===== src/rtl/dma85_ctrl.sv =====
// dma85_ctrl: single-channel block-copy DMA controller for the core85 bus.
//
// Gets the bus from the core through HOLD/HLDA. It then copies a block from
// memory to memory, one byte at a time. Each byte is one read cycle and one
// write cycle, using core85-style multiplexed bus timing. The bus goes back to
// the CPU every BURST bytes; BURST=0 keeps it until the block is finished.
//
// Ports:
//   clk, rst_            clock and asynchronous active-low reset
//   src, dst, count      transfer setup, captured when start is accepted
//   start, stop          begin a transfer / end it after the current byte
//   busy, done, remain   transfer status and bytes still to copy
//   hold, hlda           bus request to the core and grant from the core
//   ready                memory ready; low stretches RT2/WT2
//   ad_in, ad_out, ad_oe multiplexed address/data byte
//   addr_hi, bus_oe      upper address, enable for addr_hi and strobes
//   ale, rd_, wr_, iom_  bus cycle strobes (iom_ is held low)
module dma85_ctrl #(
    parameter int DATASIZE = 8,
    parameter int ADDRSIZE = 16,
    parameter int BURST    = 16
) (
    input  logic                         clk,
    input  logic                         rst_,
    input  logic [ADDRSIZE-1:0]          src,
    input  logic [ADDRSIZE-1:0]          dst,
    input  logic [15:0]                  count,
    input  logic                         start,
    input  logic                         stop,
    output logic                         busy,
    output logic                         done,
    output logic [15:0]                  remain,
    output logic                         hold,
    input  logic                         hlda,
    input  logic                         ready,
    input  logic [DATASIZE-1:0]          ad_in,
    output logic [DATASIZE-1:0]          ad_out,
    output logic                         ad_oe,
    output logic [ADDRSIZE-DATASIZE-1:0] addr_hi,
    output logic                         bus_oe,
    output logic                         ale,
    output logic                         rd_,
    output logic                         wr_,
    output logic                         iom_
);

    typedef enum logic [3:0] {
        IDLE, REQ, RT1, RT2, RT3, WT1, WT2, WT3, NEXT, REL, DONE
    } state_t;

    localparam logic [31:0] BURST_N = BURST;

    state_t              state_q, state_d;
    logic [ADDRSIZE-1:0] src_q, src_d;
    logic [ADDRSIZE-1:0] dst_q, dst_d;
    logic [15:0]         remain_q, remain_d;
    logic [15:0]         tenure_q, tenure_d;   // bytes moved in this HOLD tenure
    logic [DATASIZE-1:0] temp_q, temp_d;
    logic                fin_q, fin_d;        // REL ends the transfer rather than re-requesting
    logic                owned;
    logic [15:0]         remain_dec;
    logic [15:0]         tenure_inc;

    function automatic logic burst_full(input logic [15:0] n);
        burst_full = (BURST_N != 32'd0) && (32'(n) == BURST_N);
    endfunction

    always_ff @(posedge clk or negedge rst_) begin
        if (!rst_) begin
            state_q  <= IDLE;
            src_q    <= '0;
            dst_q    <= '0;
            remain_q <= '0;
            tenure_q <= '0;
            temp_q   <= '0;
            fin_q    <= 1'b0;
        end else begin
            state_q  <= state_d;
            src_q    <= src_d;
            dst_q    <= dst_d;
            remain_q <= remain_d;
            tenure_q <= tenure_d;
            temp_q   <= temp_d;
            fin_q    <= fin_d;
        end
    end

    assign owned = state_q inside {RT1, RT2, RT3, WT1, WT2, WT3, NEXT};

    always_comb begin
        state_d    = state_q;
        src_d      = src_q;
        dst_d      = dst_q;
        remain_d   = remain_q;
        tenure_d   = tenure_q;
        temp_d     = temp_q;
        fin_d      = fin_q;
        remain_dec = remain_q - 16'd1;
        tenure_inc = tenure_q + 16'd1;
        if (owned && !hlda) begin
            // Grant lost while we own the bus. Drop the byte in progress and
            // ask again. The pointers move only when a byte completes, so the
            // retry starts at the same byte.
            state_d = REQ;
        end else begin
            case (state_q)
                IDLE: begin
                    if (start) begin
                        src_d    = src;
                        dst_d    = dst;
                        remain_d = count;
                        state_d  = (count != 16'd0) ? REQ : DONE;
                    end
                end
                REQ: begin
                    if (stop) begin
                        state_d = DONE;
                    end else if (hlda) begin
                        tenure_d = '0;
                        state_d  = RT1;
                    end
                end
                RT1: state_d = RT2;
                RT2: if (ready) state_d = RT3;
                RT3: begin
                    temp_d  = ad_in;
                    state_d = WT1;
                end
                WT1: state_d = WT2;
                WT2: if (ready) state_d = WT3;
                WT3: begin
                    src_d    = src_q + 1'b1;
                    dst_d    = dst_q + 1'b1;
                    remain_d = remain_dec;
                    tenure_d = tenure_inc;
                    // Within a tenure, go straight from WT3 to RT1. NEXT is
                    // entered only when the tenure or the transfer ends. A
                    // byte therefore takes six clocks with no wait states.
                    if (remain_dec != 16'd0 && !stop && !burst_full(tenure_inc)) begin
                        state_d = RT1;
                    end else begin
                        state_d = NEXT;
                    end
                end
                NEXT: begin
                    if (remain_q == 16'd0 || stop) begin
                        fin_d   = 1'b1;
                        state_d = REL;
                    end else if (burst_full(tenure_q)) begin
                        fin_d   = 1'b0;
                        state_d = REL;
                    end else begin
                        state_d = RT1;
                    end
                end
                REL: begin
                    if (!hlda) state_d = fin_q ? DONE : REQ;
                end
                DONE:    state_d = IDLE;
                default: state_d = IDLE;
            endcase
        end
    end

    always_comb begin
        hold    = 1'b0;
        busy    = 1'b0;
        done    = 1'b0;
        ale     = 1'b0;
        rd_     = 1'b1;
        wr_     = 1'b1;
        ad_oe   = 1'b0;
        bus_oe  = 1'b0;
        ad_out  = '0;
        addr_hi = '0;
        if (owned) begin
            hold   = 1'b1;
            bus_oe = 1'b1;
        end
        case (state_q)
            REQ: begin
                hold = 1'b1;
                busy = 1'b1;
            end
            RT1: begin
                busy    = 1'b1;
                ale     = 1'b1;
                ad_oe   = 1'b1;
                ad_out  = src_q[DATASIZE-1:0];
                addr_hi = src_q[ADDRSIZE-1:DATASIZE];
            end
            RT2, RT3: begin
                busy    = 1'b1;
                rd_     = 1'b0;
                addr_hi = src_q[ADDRSIZE-1:DATASIZE];
            end
            WT1: begin
                busy    = 1'b1;
                ale     = 1'b1;
                ad_oe   = 1'b1;
                ad_out  = dst_q[DATASIZE-1:0];
                addr_hi = dst_q[ADDRSIZE-1:DATASIZE];
            end
            WT2, WT3: begin
                busy    = 1'b1;
                wr_     = 1'b0;
                ad_oe   = 1'b1;
                ad_out  = temp_q;
                addr_hi = dst_q[ADDRSIZE-1:DATASIZE];
            end
            NEXT:    busy = 1'b1;
            REL:     busy = 1'b1;
            DONE:    done = 1'b1;
            default: ;
        endcase
    end

    assign iom_   = 1'b0;
    assign remain = remain_q;

endmodule


===== config.mk =====
export PLATFORM = sky130hd
export DESIGN_NAME = dma85_ctrl
export DESIGN_NICKNAME = d
export VERILOG_FILES = /design/src/rtl/dma85_ctrl.sv
export SDC_FILE = /design/constraint.sdc
export NUM_CORES = 1
export LEC_CHECK = 0
export BUFFER_PORTS_ARGS = -buffer_cell sky130_fd_sc_hd__buf_2
export CORE_MARGIN = 1
export CORE_UTILIZATION = 28
export DETAILED_ROUTE_END_ITERATION = 10
export GPL_TIMING_DRIVEN = 0
export PLACE_DENSITY = 0.43
export REMOVE_ABC_BUFFERS = 1
export SYNTH_ARGS = -nofsm -noshare
export SYNTH_HDL_FRONTEND = slang
export SYNTH_SLANG_ARGS = --single-unit

===== constraint.sdc =====
create_clock -name clk -period 2.9 [get_ports clk]
set_clock_uncertainty 0.2 [all_clocks]
set_input_delay 0.29 -clock clk [delete_from_list [all_inputs] [get_ports clk]]
set_output_delay 0.29 -clock clk [all_outputs]
set_load 0.005 [all_outputs]

==> results of run 1 <==
==> timing repair <==
action,4_1_cts,5_1_grt
hold endpoints to repair,47,0
cloned,0,1
endpoints found under the setup margin,33,24
resized for setup,4,7
hold buffers,14,0
setup buffers,0,2
==> layout make-up <==
type,instances,area (um2)
flip-flops and latches,77,1930
multi-input cells,538,3240
fillers,1974,12100
repair buffers,122,778
clock buffers,10,239
clock inverters,5,108
well taps,260,325
inverters,24,90.1
==> Yosys cell counts (all sizes together) (3+ instances only) <==
cell type	instances	area, um2
o21ai	83	415
nand3b	3	22.5
nor2b	4	25.0
nand4	9	62.6
nand2b	11	68.8
nor3	22	133
a31oi	12	75.1
inv	24	90.1
nor4	12	96.3
nor3b	3	22.5
mux2	12	135
nand3	35	180
a222oi	8	80.1
a32oi	4	35.0
o22ai	14	87.6
nor2	67	256
or2	3	18.8
mux2i	3	30.0
dfrtp	77	1930
a21oi	64	324
xor2	4	35.0
buf	16	97.6
or3	4	25.0
o31ai	10	75.1
and2	3	18.8
clkbuf	34	129
o41ai	4	42.6
nor4b	4	50.1
and3	9	56.3
a21o	4	30.0
a22oi	19	143
ha	6	75.1
nand2	71	272
==> kinds of logic (layout without fill, tap and decap cells) <==
logic type / after synthesis / after routing
simple gates: 270 / 271
mux: 15 / 15
flops: 77 / 77
xor+xnor: 5 / 5
fa+ha+maj: 6 / 6
buf+inv: 74 / 161
other cells: 1 / 1
compound gates: 240 / 240
==> worst max-delay path by stage <==
stage,startpoint,to,cells after the start
floorplan,state_q[3],remain[12],5
global placement,state_q[3],remain[12],5
detailed placement,state_q[3],tenure_q[13],6
CTS,state_q[0],ad_out[0],5
global route,remain[0],state_q[1],10
finish,state_q[2],ad_out[3],5
==> critical path: cells and delay by family, from the launching register on <==
kind,cells,cell delay (ns)
flip-flops,1,0.66
AND/OR/NAND/NOR,2,0.81
buffers and inverters,2,0.21
AO/OA/AOI/OAI,1,0.18
==> power groups by stage <==
stage          registers [mW]  logic, mW  clock network, mW
2_1_floorplan            1.99       1.62                  0
3_3_place_gp             2.18       2.33                  0
3_5_place_dp             2.21       2.43                  0
4_1_cts                  2.19       2.45               1.39
5_1_grt                  2.31       2.77               1.44
6_report                 2.21       2.45               1.36
==> state kept, by name, indices dropped and copies added, names as in the netlist <==
| name | flops |
|---|---|
| temp_q | 8 |
| dst_q | 16 |
| fin_q | 1 |
| src_q | 16 |
| tenure_q | 16 |
| remain | 16 |
| state_q | 4 |
==> per-layer routing <==
layer / share of wire / up-vias / GRT usage
met5: 0 / - / 0
met4: 0.012 / 0 / 0.0601
met3: 0.040 / 14 / 0.0221
met2: 0.48 / 141 / 0.295
met1: 0.47 / 2711 / 0.247
li1: - / 2705 / -
==> flow_metrics.tcl, run 1 <==
set metrics [dict create \
    status "completed" \
    maxCapViolCount 0 \
    grt_pass1_wl_mm 28.6 \
    r2r_start "remain[0]" \
    yosysWarnings 0 \
    fin_crit_sh 0.928 \
    ys_ff_latch 77 \
    syn2layout_area_growth_pct 23.9 \
    start_util 0.288 \
    p_sw_frac 0.426 \
    cts_num_sinks 77 \
    setup_violations 0 \
    cts_max_path_buffers 2 \
    async_reset_ff_frac 1.00 \
    slowest_delay_ns 0.66 \
    grtUsageTotal 0.181 \
    postRouteWirelength_mm 17.3 \
    netlist_area_um2 5420 \
    holdPathStages 3 \
    final_nets 840 \
    crit_type "flop to output pin" \
    final_util 0.357 \
    worst_hold_startpoint "src[5]" \
    syn-mean-instance-area_um2 7.88 \
    ir_drop_uv 296 \
    numCtsBuffers 9 \
    grt_pass1_vias 5409 \
    die_x_um 141 \
    worstHoldPathType "input pin to flop" \
    gp_congestion 0.792 \
    final_cell_mix "100 x buf_2, 82 x o21ai_0, 73 x dfrtp_1, 69 x nand2_1, 65 x nor2_1" \
    die_h_um 141 \
    layout_commonest_cell "buf_2" \
    hpwl_mm 12.0 \
    place_area_um2 6170 \
    num_rows 50 \
    synthMuxAreaShare 0.0305 \
    dpl_worst_slack_ns -0.228 \
    synth_edf_count 0 \
    grt_max_degree 46 \
    cts_root_buf "clkbuf_16" \
    p_int_mw 3.45 \
    path_cells "nor2b_2 -> and2_1 -> a222oi_1 -> inv_1 -> buf_2" \
    worst_slew_margin_rel 0.530 \
    routed-via-count 5571 \
    netlist_instances 688 \
    synth-simple-area-share 0.258 \
    worst_slack_ns 0.208 \
    p_per_area_nw_per_um2 896 \
    hold_violations 0 \
    fmax_mhz 371 \
    arrival_ns 2.20 \
    die-area_um2 19900 \
    design_area_um2 6710 \
    portBuffers 101 \
    clock_latency_ns 0.34 \
    critPathLaunchType "flop" \
    slowest_stage "dfrtp_2" \
    placedCellCount 1004 \
    power_mw 6.02 \
    hold_slack_ns 0.00997 \
    p_switching_mw 2.57 \
    synthXorXnorAreaFrac 0.00808 \
    drt_pass1_iterations 5 \
    io_pins 103 \
    ant_nets 0 \
    clk_pin_slew_ns 0.07 \
    cts.htree.levels 3 \
    drive_above_1_share 0.216 \
    synthAdderAreaFrac 0.0139 \
    vias_per_cell 5.38 \
    power_frac_comb 0.407 \
    rsz0062_at_grt "false" \
    yosysSeqAreaShare 0.355 \
    drc_errors 0 \
    yosys_most_used_dff "dfrtp_1" \
    min_to "src_q[5]" \
    setup-tns-final_ns 0 \
    crit_fanout 26 \
    r2r-end "state_q[1]" \
    synth_top_family_by_area "compound AO/OA/AOI/OAI gates" \
    core_um2 18800 \
    routedWlPerCell_um 16.7 \
    r2r_cells 9 \
    power_frac_clock 0.225 \
    fin_cells 1036 \
    finalMaxSlewViolations 0 \
    ys_types 73 \
    worst_pin_slew_ns 0.700 \
    ff2ff_setup_slack_ns 0.21 \
    tritoncts "built" \
    antennaDiodeCount 0 \
    fin_crit_ns 2.69 \
    grt_overflow_total 0 \
    drt_iter0_drc 322 \
    critPathCaptureType "output pin" \
    crit_required_ns 2.41 \
    pwr-share-seq 0.368 \
    synth-compound-area-share 0.275 \
    antenna_found_initial 0 \
    power.leakage_nw 2.85 \
]
(Power assumes the default switching activity.)
==> run 2, diff against run 1 <==
Clock period 2.9 ns to 3.05 ns, I/O delays scaled along.
==> run 2 against run 1 <==
  * Critical path depth stayed put
  * First-iteration DRC count is 2.5% lower
  * Core utilization is 0.29 points lower
  * Cell count is 0.39% lower
  * Critical endpoint is now ad_out[0]
  * Largest power group unchanged
  * Highest routed layer unchanged
==> flow_metrics.tcl, run 2 (same netlist as run 1, synthesis figures left out) <==
set metrics [dict create \
    slowest_delay_ns 0.80 \
    fmax_mhz 350 \
    core_um2 18800 \
    hold_violations 0 \
    critPathLaunchType "flop" \
    setup_violations 0 \
    clk_pin_slew_ns 0.07 \
    worst_pin_slew_ns 0.719 \
    maxCapViolCount 0 \
    holdPathStages 3 \
    pwr-share-seq 0.367 \
    drc_errors 0 \
    fin_crit_ns 2.86 \
    antennaDiodeCount 0 \
    die_h_um 141 \
    busiest_layer "met2" \
    postRouteWirelength_mm 17.1 \
    worst_slack_ns 0.191 \
    dpl_worst_slack_ns -0.0778 \
    p_int_mw 3.26 \
    hpwl_mm 12.0 \
    design_area_um2 6660 \
    ant_nets 0 \
    cts_setup_buffers 0 \
    grt_max_degree 46 \
    grt_overflow_total 0 \
    cts.htree.levels 3 \
    final_cell_mix "100 x buf_2, 82 x o21ai_0, 74 x dfrtp_1, 69 x nand2_1, 65 x nor2_1" \
    rsz0062_at_grt "false" \
    slowest_stage "dfrtp_2" \
    path_cells "nor2b_1 -> and2_1 -> a222oi_1 -> inv_1 -> buf_2" \
    tritoncts "built" \
    die_x_um 141 \
    grtUsageMet2 0.295 \
    grt_pass1_wl_mm 28.6 \
    num_rows 50 \
    gp_congestion 0.792 \
    crit_required_ns 2.54 \
    vias_per_cell 5.36 \
    fin_crit_sh 0.937 \
    routed-via-count 5535 \
    r2r_cells 6 \
    p_sw_frac 0.426 \
    io_pins 103 \
    cts_max_path_buffers 2 \
    worstHoldPathType "input pin to flop" \
    grt_pass1_vias 5412 \
    crit_fanout 36 \
    cts_num_sinks 77 \
    met3_usage 0.0221 \
    power_frac_clock 0.227 \
    grtUsageTotal 0.181 \
    cts_root_buf "clkbuf_16" \
    numCtsBuffers 9 \
    worst_slew_margin_rel 0.517 \
    arrival_ns 2.35 \
    layout_commonest_cell "buf_2" \
    clock_latency_ns 0.35 \
    use_met1 0.247 \
    crit_type "flop to output pin" \
    start_util 0.288 \
    drive_above_1_share 0.209 \
    power_frac_comb 0.406 \
    p_per_area_nw_per_um2 853 \
    power.leakage_nw 2.83 \
    portBuffers 101 \
    p_switching_mw 2.42 \
    critPathCaptureType "output pin" \
    finalMaxSlewViolations 0 \
    final_nets 836 \
    antenna_found_initial 0 \
    place_area_um2 6170 \
    routedWlPerCell_um 16.6 \
    drt_pass1_iterations 6 \
    ir_drop_uv 294 \
    status "completed" \
    die-area_um2 19900 \
    syn2layout_area_growth_pct 22.9 \
    drt_iter0_drc 314 \
]
==> run 2: metrics by stage <==
stage | util | hold slack (ns) | cells | power, mW | setup TNS [ns]
global placement | 0.320 | 0.274 | 999 | 4.29 | -112.05
finish | 0.354 | 0.0212 | 1032 | 5.68 | 0
floorplan | - | -0.191 | 638 | 3.43 | -14.22
global route | 0.354 | 0.0420 | 1032 | 6.16 | 0
detailed placement | 0.328 | 0.117 | 1004 | 4.40 | -0.331
CTS | 0.354 | 0.00866 | 1032 | 5.73 | 0
==> run 2: critical path: cells and delay by family, from the launching register on <==
kind	cells	cell delay, ns
AO/OA/AOI/OAI	1	0.42
AND/OR/NAND/NOR	2	0.57
buffers and inverters	2	0.20
flip-flops	1	0.80
==> run 2: final cells by class <==
| class | instances | area, um2 |
|---|---|---|
| sequential | 77 | 1930 |
| timing repair buffer | 119 | 753 |
| inverter | 24 | 90.1 |
| fill | 1979 | 12200 |
| clock inverter | 5 | 108 |
| multi-input combinational | 537 | 3210 |
| clock buffer | 10 | 239 |
| tap | 260 | 325 |
==> run 2: repair_timing <==
item / CTS / global route
resized for setup: 4 / 1
hold buffers: 13 / 0
pin swaps: 0 / 0
setup endpoints to repair: 22 / 7
hold endpoints to repair: 46 / 0
==> run 2: per-layer routing <==
| metal | vias to the layer above | share of wire | wire length (um) |
|---|---|---|---|
| met5 | - | 0 | 0 |
| met4 | 0 | 0.013 | 216 |
| met3 | 14 | 0.040 | 678 |
| met2 | 132 | 0.47 | 8020 |
| met1 | 2688 | 0.48 | 8200 |
| li1 | 2701 | - | - |
==> run 2: worst paths after layout <==
| check | endpoint | from | slack, ns |
|---|---|---|---|
| max reg2reg | remain[8] | state_q[3] | 0.24 |
| max in group asynchronous | state_q[3] | rst_ | 1.76 |
| max | ad_out[0] | state_q[3] | 0.19 |
| min | dst_q[1] | dst[1] | 0.02 |
| min in group asynchronous | dst_q[13] | rst_ | 0.26 |
| min reg2reg | fin_q | fin_q | 0.29 |
==> run 2: power by group through the flow <==
stage	combinational, mW	sequential, mW	clock [mW]
after floorplan	1.54	1.89	0
after global placement	2.22	2.07	0
after detailed placement	2.31	2.10	0
after CTS	2.33	2.08	1.32
after global routing	2.61	2.18	1.37
final	2.31	2.09	1.29
==> run 3, diff against run 2 <==
--- a/config.mk
+++ b/config.mk
@@ -12,5 +12,5 @@
 export GPL_TIMING_DRIVEN = 0
 export PLACE_DENSITY = 0.43
-export REMOVE_ABC_BUFFERS = 1
+export SLEW_MARGIN = 15
 export SYNTH_ARGS = -nofsm -noshare
 export SYNTH_HDL_FRONTEND = slang
==> constraint.sdc (replaced) <==
create_clock -name clk -period 3.05 [get_ports clk]
set_clock_uncertainty 0.2 [all_clocks]
set_input_delay 0.305 -clock clk [delete_from_list [all_inputs] [get_ports clk]]
set_output_delay 0.305 -clock clk [all_outputs]
set_load 0.05 [all_outputs]
==> run 3 against run 2 <==
  * Count of clock-buffer cells in the layout decreased by 1
  * Hold slack got worse by 0.018 ns
  * First-iteration DRC count increased by 78%
  * Sequential share of layout area decreased by 0.39 points
  * Sequential power decreased by 7%
  * Total power increased by 17%
  * Non-clock buffer count increased by 46
  * Via count increased by 6.8%
  * Register-to-register slack got worse by 0.06 ns
  * Maximum frequency decreased by 0.42%
  * Cell count increased by 4.6%
  * Critical endpoint is now state_q[1]
==> flow_metrics.tcl, run 3 (same netlist as run 1, synthesis figures left out) <==
set metrics [dict create \
    status "completed" \
    maxCapViolCount 0 \
    finalMaxSlewViolations 0 \
    die-area_um2 19900 \
    fin_crit_ns 2.87 \
    worst_hold_startpoint "count[0]" \
    core_um2 18800 \
    io_pins 103 \
    p_per_area_nw_per_um2 986 \
    final_cell_mix "109 x buf_2, 82 x o21ai_0, 77 x dfrtp_1, 69 x nand2_1, 65 x nor2_1" \
    cts_max_path_buffers 2 \
    power.leakage_nw 2.89 \
    worst_slew_margin_rel 0.494 \
    slowest_stage "dfrtp_1" \
    worst_pin_slew_ns 0.758 \
    final_nets 882 \
    setup_violations 0 \
    ff2ff_setup_slack_ns 0.18 \
    routedWlPerCell_um 19.2 \
    syn2layout_area_growth_pct 24.3 \
    multi_input_area_um2 3200 \
    fin_cells 1079 \
    clock_latency_ns 0.35 \
    drive_above_1_share 0.204 \
    drc_errors 0 \
    hold_violations 0 \
    gp_congestion 0.856 \
    critPathCaptureType "flop" \
    crit_type "flop to flop" \
    worstHoldPathType "input pin to flop" \
    fmax_mhz 348 \
    grt_overflow_total 0 \
    path_cells "inv_1 -> ha_1 -> nor4b_4 -> nand4b_1 -> xor2_1 -> nand3_1 -> or3_1 -> a31oi_1 -> o32ai_1" \
    r2r_start "remain[0]" \
    ant_nets 0 \
    drt_iter0_drc 558 \
    drt_pass1_iterations 6 \
    cts.htree.levels 3 \
    vias_per_cell 5.48 \
    cts_root_buf "clkbuf_16" \
    slowest_delay_ns 0.46 \
    holdPathStages 3 \
    grt_max_degree 45 \
    seqCellArea_um2 1930 \
    dpl_worst_slack_ns 0.259 \
    power_mw 6.64 \
    crit_required_ns 3.06 \
    rsz0062_at_grt "false" \
    grtUsageTotal 0.210 \
    ir_drop_uv 406 \
    numCtsBuffers 9 \
    crit_start "remain[0]" \
    antennaDiodeCount 0 \
    arrival_ns 2.88 \
    fillerInstances 2019 \
    hpwl_mm 15.3 \
    layout_commonest_cell "buf_2" \
    setup-tns-final_ns 0 \
    clk_pin_slew_ns 0.07 \
    tritoncts "built" \
    die_h_um 141 \
    critPathLaunchType "flop" \
    crit_fanout 6 \
    antenna_found_initial 0 \
    placedCellCount 1050 \
    cts_num_sinks 77 \
    postRouteWirelength_mm 20.7 \
    fin_crit_sh 0.941 \
    start_util 0.288 \
    syn_nets 756 \
    grt_pass1_vias 5663 \
    r2r_cells 9 \
    worstSetupEndpoint "state_q[1]" \
    worst_slack_ns 0.179 \
    portBuffers 101 \
    die_x_um 141 \
    r2r-end "state_q[1]" \
    grt_pass1_wl_mm 32.1 \
    routed-via-count 5913 \
    num_rows 50 \
]
-- run 3: how the worst min path moves through the flow --
stage	slack (ns)	endpoint
global route	0.002	remain[0]
global placement	0.28	fin_q
floorplan	-0.19	dst_q[0]
finish	0.003	remain[0]
detailed placement	0.11	tenure_q[8]
CTS	0.003	remain[0]
-- run 3: stage by stage --
stage	hold WS [ns]	cell area, um2	util
floorplan	-0.191	5420	-
global placement	0.279	6250	0.332
detailed placement	0.115	6290	0.334
CTS	0.00310	6720	0.357
global route	0.00211	6740	0.358
finish	0.00325	6740	0.358
-- run 3: critical path: cells and delay by family, from the launching register on --
| family | cells | cell delay (ns) |
|---|---|---|
| simple gates | 4 | 1.02 |
| flops | 1 | 0.46 |
| compound gates | 2 | 0.42 |
| xor+xnor | 1 | 0.27 |
| fa+ha+maj | 1 | 0.26 |
| buf+inv | 1 | 0.09 |
-- run 3: final cells by class --
class,count,area share
Buffer,50,0.0340
Clock buffer,9,0.0334
Clock inverter,7,0.0111
Inverter,24,0.0134
Multi-Input combinational cell,537,0.475
Sequential cell,77,0.286
Tap cell,260,0.0483
Timing Repair Buffer,115,0.0988
-- run 3: power breakdown --
group / switching [mW] / internal (mW)
combinational: 2.49 / 1.08
sequential: 0.529 / 1.41
clock: 0.492 / 0.639
-- run 3: timing repair --
| item | CTS | global route |
|---|---|---|
| endpoints found under the hold margin | 45 | 0 |
| gates resized for setup | 0 | 5 |
| hold buffers | 13 | 0 |
| buffers inserted | 0 | 0 |
| setup endpoints to repair | 0 | 18 |
-- run 3: per-layer routing --
layer / global-route usage / wire length, um
met1: 0.277 / 9310
met2: 0.345 / 9900
met3: 0.0374 / 1070
met4: 0.0761 / 457
met5: 0 / 0
